==> src/rtl/rv32i_tb_pkg.sv <==
// Shared types and defaults for the RV32I simulation/bring-up run controller.
package rv32i_tb_pkg;

  typedef enum logic [1:0] {StHold, StRun, StDone} run_state_t;

  localparam int unsigned DefDataW      = 32;
  localparam int unsigned DefCntW       = 16;
  localparam int unsigned DefRstCycles  = 4;
  localparam int unsigned DefTimeout    = 25;
  localparam int unsigned DefHaltRepeat = 4;

  // Widest word rotl1 handles; callers narrower than this zero-extend and truncate.
  localparam int unsigned RotMaxW = 64;

  function automatic logic [RotMaxW-1:0] rotl1(input logic [RotMaxW-1:0] x,
                                               input int unsigned w);
    logic [RotMaxW-1:0] mask;
    mask = {RotMaxW{1'b1}} >> (RotMaxW - w);
    return ((x << 1) | (x >> (w - 1))) & mask;
  endfunction

endpackage

==> src/rtl/reset_sync.sv <==
// Two-flop reset synchroniser: asynchronous assert, synchronous release.
module reset_sync (
  input  logic clk_i,
  input  logic rst_ni,
  output logic rst_sync_no
);

  logic [1:0] sync_q;

  always_ff @(posedge clk_i or negedge rst_ni) begin
    if (!rst_ni) begin
      sync_q <= '0;
    end else begin
      sync_q <= {sync_q[0], 1'b1};
    end
  end

  assign rst_sync_no = sync_q[1];

endmodule

==> src/rtl/run_ctrl.sv <==
// Core run controller: stretches core reset, counts run cycles, detects halt/timeout
// from the write-back bus and keeps a rotate-xor write-back signature.
module run_ctrl
  import rv32i_tb_pkg::*;
#(
  parameter int unsigned       DATA_W      = DefDataW,
  parameter int unsigned       CNT_W       = DefCntW,
  parameter int unsigned       RST_CYCLES  = DefRstCycles,
  parameter int unsigned       TIMEOUT     = DefTimeout,
  parameter int unsigned       HALT_REPEAT = DefHaltRepeat,
  parameter logic [DATA_W-1:0] PASS_VALUE  = DATA_W'(1)
) (
  input  logic              clk,
  input  logic              reset,
  input  logic              restart,
  input  logic [DATA_W-1:0] wb_in,
  output logic              core_reset,
  output logic              running,
  output logic              done,
  output logic              pass,
  output logic              timeout,
  output logic [CNT_W-1:0]  cycles,
  output logic [DATA_W-1:0] checksum,
  output logic [DATA_W-1:0] last_wb
);

  localparam int unsigned      RepW       = $clog2(HALT_REPEAT + 1);
  localparam int unsigned      HoldW      = (RST_CYCLES > 1) ? $clog2(RST_CYCLES) : 1;
  localparam logic [HoldW-1:0] HoldLast   = HoldW'(RST_CYCLES - 1);
  localparam logic [CNT_W-1:0] TimeoutCnt = CNT_W'(TIMEOUT);
  localparam logic [RepW-1:0]  HaltRep    = RepW'(HALT_REPEAT);

  logic rst_sync;

  reset_sync u_reset_sync (
    .clk_i       (clk),
    .rst_ni      (reset),
    .rst_sync_no (rst_sync)
  );

  run_state_t        state_q, state_d;
  logic [HoldW-1:0]  hold_cnt_q, hold_cnt_d;
  logic [CNT_W-1:0]  cycles_q, cycles_d;
  logic [DATA_W-1:0] checksum_q, checksum_d;
  logic [DATA_W-1:0] last_wb_q, last_wb_d;
  logic [RepW-1:0]   rep_q, rep_d;
  logic              pass_q, pass_d;
  logic              timeout_q, timeout_d;

  always_ff @(posedge clk or negedge reset) begin
    if (!reset) begin
      state_q    <= StHold;
      hold_cnt_q <= '0;
      cycles_q   <= '0;
      checksum_q <= '0;
      last_wb_q  <= '0;
      rep_q      <= '0;
      pass_q     <= 1'b0;
      timeout_q  <= 1'b0;
    end else begin
      state_q    <= state_d;
      hold_cnt_q <= hold_cnt_d;
      cycles_q   <= cycles_d;
      checksum_q <= checksum_d;
      last_wb_q  <= last_wb_d;
      rep_q      <= rep_d;
      pass_q     <= pass_d;
      timeout_q  <= timeout_d;
    end
  end

  always_comb begin
    state_d    = state_q;
    hold_cnt_d = hold_cnt_q;
    cycles_d   = cycles_q;
    checksum_d = checksum_q;
    last_wb_d  = last_wb_q;
    rep_d      = rep_q;
    pass_d     = pass_q;
    timeout_d  = timeout_q;

    unique case (state_q)
      StHold: begin
        if (rst_sync) begin
          if (hold_cnt_q == HoldLast) begin
            state_d    = StRun;
            hold_cnt_d = '0;
          end else begin
            hold_cnt_d = hold_cnt_q + 1'b1;
          end
        end
      end

      StRun: begin
        cycles_d   = cycles_q + 1'b1;
        checksum_d = DATA_W'(rotl1(RotMaxW'(checksum_q), DATA_W)) ^ wb_in;
        last_wb_d  = wb_in;
        // rep_q is zero only on the first sample of a run, so last_wb is not yet meaningful.
        if ((rep_q != '0) && (wb_in == last_wb_q)) begin
          rep_d = rep_q + 1'b1;
        end else begin
          rep_d = RepW'(1);
        end
        // Halt takes priority over a timeout landing on the same sample.
        if (rep_d == HaltRep) begin
          state_d   = StDone;
          pass_d    = (wb_in == PASS_VALUE);
          timeout_d = 1'b0;
        end else if (cycles_d == TimeoutCnt) begin
          state_d   = StDone;
          pass_d    = 1'b0;
          timeout_d = 1'b1;
        end
      end

      StDone: begin
        if (restart) begin
          state_d    = StHold;
          hold_cnt_d = '0;
          cycles_d   = '0;
          checksum_d = '0;
          last_wb_d  = '0;
          rep_d      = '0;
          pass_d     = 1'b0;
          timeout_d  = 1'b0;
        end
      end

      default: begin
        state_d = StHold;
      end
    endcase
  end

  assign core_reset = (state_q != StRun);
  assign running    = (state_q == StRun);
  assign done       = (state_q == StDone);
  assign pass       = pass_q;
  assign timeout    = timeout_q;
  assign cycles     = cycles_q;
  assign checksum   = checksum_q;
  assign last_wb    = last_wb_q;

endmodule
==> config.mk <==
export PLATFORM = sky130hd
export DESIGN_NAME = run_ctrl
export DESIGN_NICKNAME = d
export VERILOG_FILES = /design/src/rtl/rv32i_tb_pkg.sv /design/src/rtl/reset_sync.sv /design/src/rtl/run_ctrl.sv
export SDC_FILE = /design/constraint.sdc
export NUM_CORES = 1
export LEC_CHECK = 0
export CAP_MARGIN = 20
export CORE_MARGIN = 5
export CORE_UTILIZATION = 50
export CTS_CLUSTER_DIAMETER = 100
export DETAILED_ROUTE_END_ITERATION = 8
export GPL_TIMING_DRIVEN = 0
export PLACE_DENSITY = 0.81
export SYNTH_ARGS = -nofsm -noshare
export SYNTH_HDL_FRONTEND = slang
export SYNTH_SLANG_ARGS = --single-unit
==> constraint.sdc <==
create_clock -name clk -period 2.5 [get_ports clk]
set_input_delay 0.25 -clock clk [delete_from_list [all_inputs] [get_ports clk]]
set_output_delay 0.25 -clock clk [all_outputs]
set_load 0.05 [all_outputs]
==> metrics.json, run 1 <==
{
  "synth.lib_cells_used.distinct": 47,
  "hold_class": "in2reg",
  "drive_above_1_share_pct": 8.53,
  "grt_max_degree": 61,
  "dr.pass1.iters": 5,
  "critPathSlowestCell": "or3_2",
  "max_buffers_root_to_sink": 2,
  "critPathMaxStageDelay_ns": 0.50,
  "synth_edf_count": 0,
  "synth_flop_cell": "dfrtp_1",
  "gr_met1_demand_resource_pct": 32.6,
  "synthCells": 532,
  "synthesis.area_per_instance_sq_um": 9.27,
  "route.vias.total": 4497,
  "critPathMaxFanout": 8,
  "die_w_um": 109,
  "cts_sinks": 91,
  "yosys_warnings": 0,
  "final.hold.worst_slack_ns": 0.266,
  "core_ar_sq_um": 9680,
  "finalWirelength_um": 14400,
  "critical_path_arrival_ns": 2.68,
  "die_height_um": 109,
  "synth_fp_nets": 575,
  "area.growth.synth_to_final_pct": 33.7,
  "critPathMostFrequentCell": "and4_4",
  "num-nets-final": 706,
  "max_cap_viol_count": 0,
  "port-buffer-count": 119,
  "timing_worst_slew_pin_value_ns": 0.678,
  "cts-buffers-inserted": 9,
  "dr.first_iter.drc_count": 244,
  "slew_violations": 0,
  "grt_busiest_layer": "met2",
  "finalWorstPathRequiredPeriod_ns": 2.41,
  "gpl.final_weighted_congestion": 0.867,
  "grt.met3_usage_pct": 6.46,
  "cts_tree": "done",
  "run_status": "completed",
  "ys_seq_elements": 91,
  "synth_area_sq_um": 4930,
  "worstSkewPairLatency_ns": 0.37,
  "die_area_sq_um": 12000,
  "total_leakage_power_nw": 2.83,
  "avgViaCountPerCell": 5.61,
  "gr-usage-met2_pct": 39.8,
  "row_count": 36,
  "postRouteAntennaNets": 0,
  "power_per_cell_area_nw_per_um2": 1350,
  "crit_chain": "ha_2 > and4_4 > nand3_2 > or3_2 > and4_4 > o211a_1 > a311oi_1",
  "final_cell_count_no_fill": 801,
  "end_kind": "register",
  "drc": 0,
  "crit_type": "reg2reg",
  "cts_root_buffer": "clkbuf_8",
  "dpl.cell_count": 785,
  "grt_first_pass_wirelength_um": 23200,
  "setup_tns_final_ns": 0,
  "cp-start-kind": "register",
  "mostFrequentLayoutCells": "nand2_1 (126), clkdlybuf4s50_1 (114), dfrtp_1 (86), xnor2_1 (38), nand3b_1 (33)",
  "gr-usage-all-layers_pct": 24.9,
  "fmax_mhz": 416,
  "finalHoldViolations": 0,
  "final.setup_skew_ns": 0.0109,
  "dp.final_hpwl_um": 10700,
  "most_common_cell_after_layout_fill_and_taps_aside": "nand2_1",
  "via_count_of_the_first_global_routing_pass": 4529,
  "starting_utilization_of_the_core_area_pct": 50.9,
  "clk_transition_reported_paths_ns": 0.10,
  "timing.critical_path.required_ns": 2.78,
  "slew-limit-headroom_pct": 54.4,
  "route.detailed.wl_per_inst_um": 17.9,
  "vdd.ir_drop.worst_mv": 0.837,
  "setup_viol_count_final": 0,
  "io-pin-count": 120,
  "ys_seq_area_share_pct": 46.2,
  "ys_async_rst_share_pct": 100,
  "min_period_over_period_pct": 96.3,
  "initial_antenna_violation_count": 0,
  "finalPower_w": 0.00892,
  "h-tree-depth": 3,
  "grt-ovfl-total": 0,
  "insertedDiodeCount": 0,
  "finalCoreUtilization_pct": 68.1
}
cell usage after synthesis (2+ instances only):
cell / count / area (sq um)
a211o_1: 3 / 26.3
a211oi_1: 2 / 15.0
a21oi_1: 13 / 65.1
a31oi_1: 3 / 18.8
and2_1: 2 / 12.5
and3_1: 3 / 18.8
and4_1: 4 / 35.0
buf_1: 2 / 7.51
buf_2: 3 / 15.0
clkbuf_1: 25 / 93.8
dfrtp_1: 91 / 2280
ha_1: 8 / 100
inv_1: 9 / 33.8
mux2i_1: 4 / 40.0
nand2_1: 126 / 473
nand2b_1: 5 / 31.3
nand3_1: 9 / 45.0
nand3b_1: 33 / 248
nand4_1: 7 / 43.8
nor2_1: 6 / 22.5
nor3_1: 10 / 50.1
nor4_1: 14 / 87.6
nor4b_1: 2 / 17.5
o211a_1: 2 / 20.0
o21ai_0: 20 / 100
o22ai_1: 4 / 25.0
o31ai_1: 32 / 240
or3_1: 2 / 12.5
or4_1: 2 / 15.0
xnor2_1: 38 / 333
xor2_1: 32 / 280
power breakdown:
group	switching, W	total (W)	internal (W)
logic	0.00342	0.00524	0.00182
clock network	0.000577	0.000975	0.000398
registers	0.000641	0.00270	0.00206
total	0.00464	0.00892	0.00428
what timing repair did:
| action | 4_1_cts | 5_1_grt |
|---|---|---|
| buffers inserted | 1 | 0 |
| gates resized for setup | 15 | 15 |
| pin swaps | 0 | 2 |
| hold endpoints to repair | 31 | 0 |
| hold buffers | 1 | 0 |
| setup endpoints to repair | 75 | 75 |
per-layer routing:
| layer | share of wire (%) | up-vias |
|---|---|---|
| li1 | - | 2109 |
| met3 | 8.0 | 27 |
| met1 | 42 | 2198 |
| met4 | 2.6 | 0 |
| met2 | 47 | 163 |
| met5 | 0 | - |
critical path, delay by kind of cell, from the launching register on:
kind	cells	cell delay [ns]
AND/OR/NAND/NOR	4	1.14
adder cells (fa/ha/maj)	1	0.24
AO/OA/AOI/OAI	2	0.48
flip-flops	1	0.45
final cells by class:
type / count / area (sq um)
Inverter: 10 / 38.8
Tap cell: 133 / 166
Buffer: 28 / 124
Clock buffer: 10 / 138
Timing Repair Buffer: 122 / 1240
Multi-Input combinational cell: 401 / 2560
Sequential cell: 91 / 2280
Fill cell: 788 / 3090
Clock inverter: 6 / 47.5
final timing paths:
check	to	cells past startpoint	slack, ns	from
worst min register to register	u_reset_sync.sync_q[1]$_DFF_PN0_	0	0.37	u_reset_sync.sync_q[0]$_DFF_PN0_
worst min-delay path	last_wb[6]$_DFFE_PN0P_	3	0.27	wb_in[6]
worst max-delay path	state_q[0]$_DFFE_PN0P_	7	0.09	cycles[1]$_DFFE_PN0P_
worst max register to register	state_q[0]$_DFFE_PN0P_	7	0.09	cycles[1]$_DFFE_PN0P_
min in group asynchronous	cycles[11]$_DFFE_PN0P_	2	0.36	reset
max in group asynchronous	last_wb[17]$_DFFE_PN0P_	3	1.50	reset
logic make-up after synthesis:
family / synth area share [%]
adders and majority gates: 2.03
and+or+nand+nor: 24.2
xor gates and xnor gates: 12.4
AOI/OAI and AO/OA: 11.2
buffers and inverters: 3.12
other: 0.0760
muxes: 0.812
DFF: 46.2
sequential cells by signal, summed over array words and instances (netlist names):
| name | cells |
|---|---|
| u_reset_sync.sync_q | 2 |
| pass | 1 |
| checksum | 32 |
| state_q | 2 |
| hold_cnt_q | 2 |
| rep_q | 3 |
| timeout | 1 |
| last_wb | 32 |
| cycles | 16 |
stage by stage:
| stage | area (sq um) | setup WS [ns] |
|---|---|---|
| 5_1_grt | 6600 | -0.00903 |
| 3_3_place_gp | 6300 | -2.54 |
| 2_1_floorplan | 4940 | 0.0382 |
| 3_5_place_dp | 6320 | -0.385 |
| 6_report | 6600 | 0.0937 |
| 4_1_cts | 6550 | 0.00230 |
(Power assumes the default switching activity.)
==> inputs of run 2 (changes only) <==
CTS_BUF_LIST = sky130_fd_sc_hd__clkbuf_4 sky130_fd_sc_hd__clkbuf_8   (was default)
TNS_END_PERCENT = 50   (was default)
==> run 2 against run 1 <==
  * Worst setup slack worse by 0.015 ns
  * Cell area stayed put
  * Combinational power hardly changed
  * Clock power is 0.6% lower
  * Flip-flop and latch count stayed put
  * Highest routed layer unchanged
  * Clock-buffer cell count stayed put
  * Non-clock buffer count stayed put
  * Total power is 0.11% lower
  * Worst hold slack better by 0.0027 ns
==> metrics.json, run 2 (synthesis gave the netlist of run 1 again) <==
{
  "die_height_um": 109,
  "clk_transition_reported_paths_ns": 0.10,
  "grt_first_pass_wirelength_um": 23100,
  "min-delay-start": "wb_in[13]",
  "sequential_group_share_of_total_power_pct": 30.7,
  "gpl.final_weighted_congestion": 0.867,
  "starting_utilization_of_the_core_area_pct": 50.9,
  "timing_worst_slew_pin_value_ns": 0.692,
  "dp.final_hpwl_um": 10700,
  "via_count_of_the_first_global_routing_pass": 4525,
  "final.hold.worst_slack_ns": 0.269,
  "critical_path.reg2reg.startpoint": "cycles[2]$_DFFE_PN0P_",
  "proportion_of_total_power_due_to_net_switching_pct": 52.1,
  "power.net_switching_w": 0.00464,
  "end_kind": "register",
  "hold_class": "in2reg",
  "grt_max_degree": 61,
  "min_period_over_period_pct": 96.8,
  "route.detailed.wl_per_inst_um": 17.8,
  "port-buffer-count": 119,
  "max_buffers_root_to_sink": 2,
  "critical_path_arrival_ns": 2.69,
  "initial_antenna_violation_count": 0,
  "timing.critical_path.required_ns": 2.77,
  "crit_chain": "buf_2 > nand3_2 > or3_4 > or3_2 > and4_4 > o211a_1 > a311oi_1",
  "critPathMaxFanout": 8,
  "worst_slack_ns": 0.0791,
  "cts-buffers-inserted": 9,
  "cts_root_buffer": "clkbuf_8",
  "critPathSlowestCell": "or3_2",
  "finalInstanceArea_sq_um": 6600,
  "grt-ovfl-total": 0,
  "crit_type": "reg2reg",
  "die_w_um": 109,
  "gr-usage-all-layers_pct": 24.8,
  "area.growth.synth_to_final_pct": 33.7,
  "max_cap_viol_count": 0,
  "detailed_place.area_sq_um": 6320,
  "power.combinational.fraction_pct": 58.5,
  "cts_tree": "done",
  "finalWorstPathRequiredPeriod_ns": 2.42,
  "total_leakage_power_nw": 2.84,
  "die_area_sq_um": 12000,
  "avgViaCountPerCell": 5.57,
  "finalPower_w": 0.00891,
  "worstSkewPairLatency_ns": 0.37,
  "vdd.ir_drop.worst_mv": 0.839,
  "final.fill_count": 786,
  "dpl.cell_count": 785,
  "cts_post_setup_buffers_inserted": 0,
  "hold_depth": 3,
  "cp-start-kind": "register",
  "grt_setup_unrepaired": "yes",
  "clkPwrFrac_pct": 10.9,
  "route.vias.total": 4465,
  "finalWirelength_um": 14300,
  "drive_above_1_share_pct": 8.23,
  "reg2reg_setup_slack_ns": 0.08,
  "row_count": 36,
  "setup_viol_count_final": 0,
  "postRouteAntennaNets": 0,
  "final_cell_count_no_fill": 801,
  "slew_violations": 0,
  "power_per_cell_area_nw_per_um2": 1350,
  "run_status": "completed",
  "most_common_cell_after_layout_fill_and_taps_aside": "nand2_1",
  "final.setup_skew_ns": 0.0100,
  "h-tree-depth": 3,
  "dr.pass1.iters": 4,
  "mostFrequentLayoutCells": "nand2_1 (126), clkdlybuf4s50_1 (113), dfrtp_1 (86), xnor2_1 (38), nand3b_1 (33)",
  "internal_power_w": 0.00427,
  "pre_cts_ws_ns": -0.385,
  "timing.rr.end": "state_q[0]$_DFFE_PN0P_",
  "num-nets-final": 706,
  "critPathMaxStageDelay_ns": 0.50,
  "min_to": "last_wb[13]$_DFFE_PN0P_",
  "dr.first_iter.drc_count": 287,
  "drc": 0,
  "io-pin-count": 120,
  "slew-limit-headroom_pct": 53.4,
  "finalHoldViolations": 0,
  "core_ar_sq_um": 9680,
  "cts_sinks": 91,
  "fmax_mhz": 413,
  "reg2reg_depth": 7,
  "insertedDiodeCount": 0
}
==> run 2: worst max path at each step <==
stage                                start                       end  slack [ns]  cells past startpoint
finish               cycles[2]$_DFFE_PN0P_    state_q[0]$_DFFE_PN0P_        0.08                      7
global route         cycles[2]$_DFFE_PN0P_    state_q[0]$_DFFE_PN0P_       -0.02                      7
CTS                 state_q[0]$_DFFE_PN0P_  checksum[16]$_DFFE_PN0P_       0.002                      9
detailed placement                wb_in[7]       timeout$_DFFE_PN0P_       -0.38                      8
global placement                     reset     cycles[2]$_DFFE_PN0P_       -2.54                      1
floorplan           cycles[10]$_DFFE_PN0P_       timeout$_DFFE_PN0P_        0.04                      6
==> run 2: worst max-delay path: cells and delay by family, from the launching register on <==
family / cells / cell delay, ns
flip-flops: 1 / 0.39
AND/OR/NAND/NOR: 4 / 1.26
AO/OA/AOI/OAI: 2 / 0.47
buffers and inverters: 1 / 0.21
==> run 2: metal layers <==
| layer | track usage (%) | vias to the layer above | part of all wire [%] |
|---|---|---|---|
| met5 | 0 | - | 0 |
| met2 | 39.7 | 149 | 48 |
| met4 | 9.35 | 0 | 2.2 |
| li1 | - | 2106 | - |
| met3 | 6.28 | 23 | 7.6 |
| met1 | 32.7 | 2187 | 42 |
==> run 2: final cells by class <==
class | count | area [sq um] | share of cell area, %
timing repair buffer | 121 | 1240 | 18.8
clock buffer | 10 | 138 | 2.09
clock inverter | 6 | 47.5 | 0.721
multi-input combinational | 401 | 2560 | 38.8
sequential | 91 | 2280 | 34.6
inverter | 10 | 38.8 | 0.588
tap | 133 | 166 | 2.52
buffer | 29 | 125 | 1.90
==> run 2: metrics by stage <==
stage,utilization (%),TNS (ns)
6_report,68.1,0
3_3_place_gp,65.1,-214.39
4_1_cts,67.6,0
5_1_grt,68.1,-0.0259
2_1_floorplan,-,0
3_5_place_dp,65.3,-17.95
==> run 2: power groups by stage <==
stage / logic (W) / clock network (W) / registers (W)
2_1_floorplan: 0.00148 / 0 / 0.00456
3_3_place_gp: 0.00503 / 0 / 0.00270
3_5_place_dp: 0.00514 / 0 / 0.00272
4_1_cts: 0.00518 / 0.000971 / 0.00271
5_1_grt: 0.00553 / 0.00103 / 0.00281
6_report: 0.00521 / 0.000969 / 0.00273
==> run 2: repair_timing <==
item                                    in CTS  in global routing
gates resized for setup                     15                 15
gates cloned                                 0                  0
pin swaps                                    0                  5
endpoints found under the hold margin       31                  0
endpoints found under the setup margin      75                 76
hold buffers                                 1                  0
==> inputs of run 3 (changes only) <==
GPL_TIMING_DRIVEN = default   (was 0)
PLACE_DENSITY = 0.8   (was 0.81)
SYNTH_HIERARCHICAL = 1   (was default)
==> run 3 against run 2 <==
  * First-iteration DRC count decreased by 2.1%
  * Worst setup slack better by 0.075 ns
  * Routed wire length is 5.2% higher
  * Critical path depth grew 1
  * Highest routed layer unchanged
  * Sequential share of layout area down 2.0 points
  * Cell area increased by 6.4%
==> metrics.json, run 3 <==
{
  "worstSkewPairLatency_ns": 0.36,
  "power.net_switching_w": 0.00515,
  "row_count": 36,
  "synth.top_cell.area_share_pct": 45.2,
  "cp-start-kind": "register",
  "finalWirelength_um": 15000,
  "insertedDiodeCount": 0,
  "synthDominantAreaCellType": "dfrtp_1",
  "grt_first_pass_wirelength_um": 23700,
  "finalHoldViolations": 0,
  "critical_path_arrival_ns": 2.60,
  "run_status": "completed",
  "num-nets-final": 743,
  "final.setup_skew_ns": 0.0141,
  "slew-limit-headroom_pct": 62.3,
  "final.hold.worst_slack_ns": 0.345,
  "final_cell_count_no_fill": 838,
  "max_buffers_root_to_sink": 2,
  "finalPower_w": 0.00993,
  "slew_violations": 0,
  "gpl.final_weighted_congestion": 0.916,
  "finalWorstPathRequiredPeriod_ns": 2.35,
  "hold_class": "in2async",
  "dp.final_hpwl_um": 10800,
  "via_count_of_the_first_global_routing_pass": 4672,
  "postRouteAntennaNets": 0,
  "yosys_warnings": 6,
  "vdd.ir_drop.worst_mv": 0.971,
  "final.fill_count": 755,
  "drive_above_1_share_pct": 15.7,
  "detailed_place.area_sq_um": 6640,
  "initial_antenna_violation_count": 0,
  "dpl.cell_count": 806,
  "ys_async_rst_share_pct": 100,
  "synth_flop_cell": "dfrtp_1",
  "max_cap_viol_count": 0,
  "internal_power_w": 0.00478,
  "synth.lib_cells_used.distinct": 48,
  "most_common_cell_after_layout_fill_and_taps_aside": "nand2_1",
  "synth.top_cells.by_area": "dfrtp_1 (45%), xnor2_1 (11%), nand2_1 (9.2%)",
  "h-tree-depth": 3,
  "setup_tns_final_ns": 0,
  "setup_viol_count_final": 0,
  "synthCells": 543,
  "crit_type": "reg2reg",
  "timing.critical_path.required_ns": 2.76,
  "die_height_um": 110,
  "clk_transition_reported_paths_ns": 0.09,
  "synth_common_cells": "nand2_1 (124), dfrtp_1 (91), xnor2_1 (65), nand3b_1 (33), o31ai_1 (32)",
  "synth_area_sq_um": 5040,
  "finalInstanceArea_sq_um": 7020,
  "synthesis.area_per_instance_sq_um": 9.28,
  "reg2reg_setup_slack_ns": 0.15,
  "die_w_um": 110,
  "total_leakage_power_nw": 2.96,
  "dr.pass1.iters": 5,
  "gr-usage-all-layers_pct": 25.0,
  "route.vias.total": 4764,
  "power_per_cell_area_nw_per_um2": 1420,
  "critPathMaxFanout": 5,
  "ys_seq_elements": 91,
  "min_period_over_period_pct": 93.8,
  "dr.first_iter.drc_count": 281,
  "area.growth.synth_to_final_pct": 39.2,
  "route.detailed.wl_per_inst_um": 17.9,
  "avgViaCountPerCell": 5.68,
  "cts_root_buffer": "clkbuf_8",
  "port-buffer-count": 119,
  "clkPwrFrac_pct": 10.3,
  "grt-ovfl-total": 0,
  "power.combinational.fraction_pct": 61.6,
  "starting_utilization_of_the_core_area_pct": 51.3,
  "drc": 0,
  "die_area_sq_um": 12200,
  "sequential_group_share_of_total_power_pct": 28.1,
  "cts_tree": "done",
  "cts_sinks": 91,
  "fmax_mhz": 426,
  "synth_fp_nets": 586,
  "synthMostInstantiatedCell": "nand2_1",
  "io-pin-count": 120,
  "core_ar_sq_um": 9820,
  "grt_max_degree": 67,
  "cts-buffers-inserted": 9,
  "synth_edf_count": 0,
  "ys_seq_area_share_pct": 45.2,
  "mostFrequentLayoutCells": "nand2_1 (124), clkdlybuf4s50_1 (115), dfrtp_1 (81), xnor2_1 (65), buf_4 (62)",
  "end_kind": "register",
  "timing_worst_slew_pin_value_ns": 0.564,
  "proportion_of_total_power_due_to_net_switching_pct": 51.9
}
==> run 3: per-layer routing <==
| metal | wire (um) | part of all wire [%] | GRT usage [%] | vias to the layer above |
|---|---|---|---|---|
| met1 | 6020 | 40 | 31.9 | 2366 |
| met5 | 0 | 0 | 0 | - |
| met2 | 7560 | 50 | 42.0 | 178 |
| met4 | 435 | 2.9 | 8.44 | 0 |
| li1 | - | - | - | 2187 |
| met3 | 1030 | 6.8 | 5.65 | 33 |
==> run 3: cell families after synthesis <==
| kind of cell | count (synthesis) | synth area share, % |
|---|---|---|
| AND/OR/NAND/NOR | 236 | 24.1 |
| flip-flops | 91 | 45.2 |
| AO/OA/AOI/OAI | 82 | 11.3 |
| XOR/XNOR | 73 | 12.7 |
| buffers and inverters | 47 | 3.67 |
| adder cells (fa/ha/maj) | 8 | 1.99 |
| multiplexers | 5 | 0.993 |
| other | 1 | 0.0744 |
==> run 3: worst paths after layout <==
path / startpoint / to / depth (start not counted)
worst min-delay path: reset / cycles[13]$_DFFE_PN0P_ / 2
max in group asynchronous: reset / last_wb[13]$_DFFE_PN0P_ / 3
min in group clk: u_reset_sync/sync_q[0]$_DFF_PN0_ / u_reset_sync/sync_q[1]$_DFF_PN0_ / 0
worst max register to register: cycles[0]$_DFFE_PN0P_ / timeout$_DFFE_PN0P_ / 8
worst min register to register: u_reset_sync/sync_q[0]$_DFF_PN0_ / u_reset_sync/sync_q[1]$_DFF_PN0_ / 0
worst max-delay path: cycles[0]$_DFFE_PN0P_ / timeout$_DFFE_PN0P_ / 8
==> run 3: repair_timing <==
action,4_1_cts,5_1_grt
buffers inserted,0,15
hold endpoints to repair,24,0
hold buffers,1,0
setup endpoints to repair,0,2
gates resized for setup,0,10
==> run 3: critical path: stages, from the launching register on <==
cell,delay [ns]
dfrtp_2,0.37
ha_2,0.24
nand3_4,0.12
nor4_4,0.30
a211oi_1,0.09
a2111o_1,0.36
o41ai_4,0.43
o21bai_1,0.10
a22o_1,0.23
==> run 3: stage by stage <==
step	utilization [%]	setup WS, ns
finish	71.4	0.154
global route	71.4	-0.0194
CTS	69.7	0.0608
detailed placement	67.6	-0.0391
global placement	67.6	0.0468
floorplan	-	-0.00788
==> run 3: area by class of cell <==
| class | count | area [sq um] | share of cell area (%) |
|---|---|---|---|
| inverters | 13 | 48.8 | 0.696 |
| repair buffers | 180 | 1670 | 23.8 |
| clock buffers | 10 | 131 | 1.87 |
| multi-input cells | 405 | 2650 | 37.7 |
| clock inverters | 6 | 65.1 | 0.927 |
| well taps | 133 | 166 | 2.37 |
| flip-flops and latches | 91 | 2290 | 32.6 |
==> run 3: power groups by stage <==
stage,logic [W],clock network (W),registers (W)
4_1_cts,0.00598,0.00103,0.00279
3_3_place_gp,0.00584,0,0.00278
5_1_grt,0.00650,0.00109,0.00287
2_1_floorplan,0.00200,0,0.00466
3_5_place_dp,0.00597,0,0.00280
6_report,0.00612,0.00102,0.00279
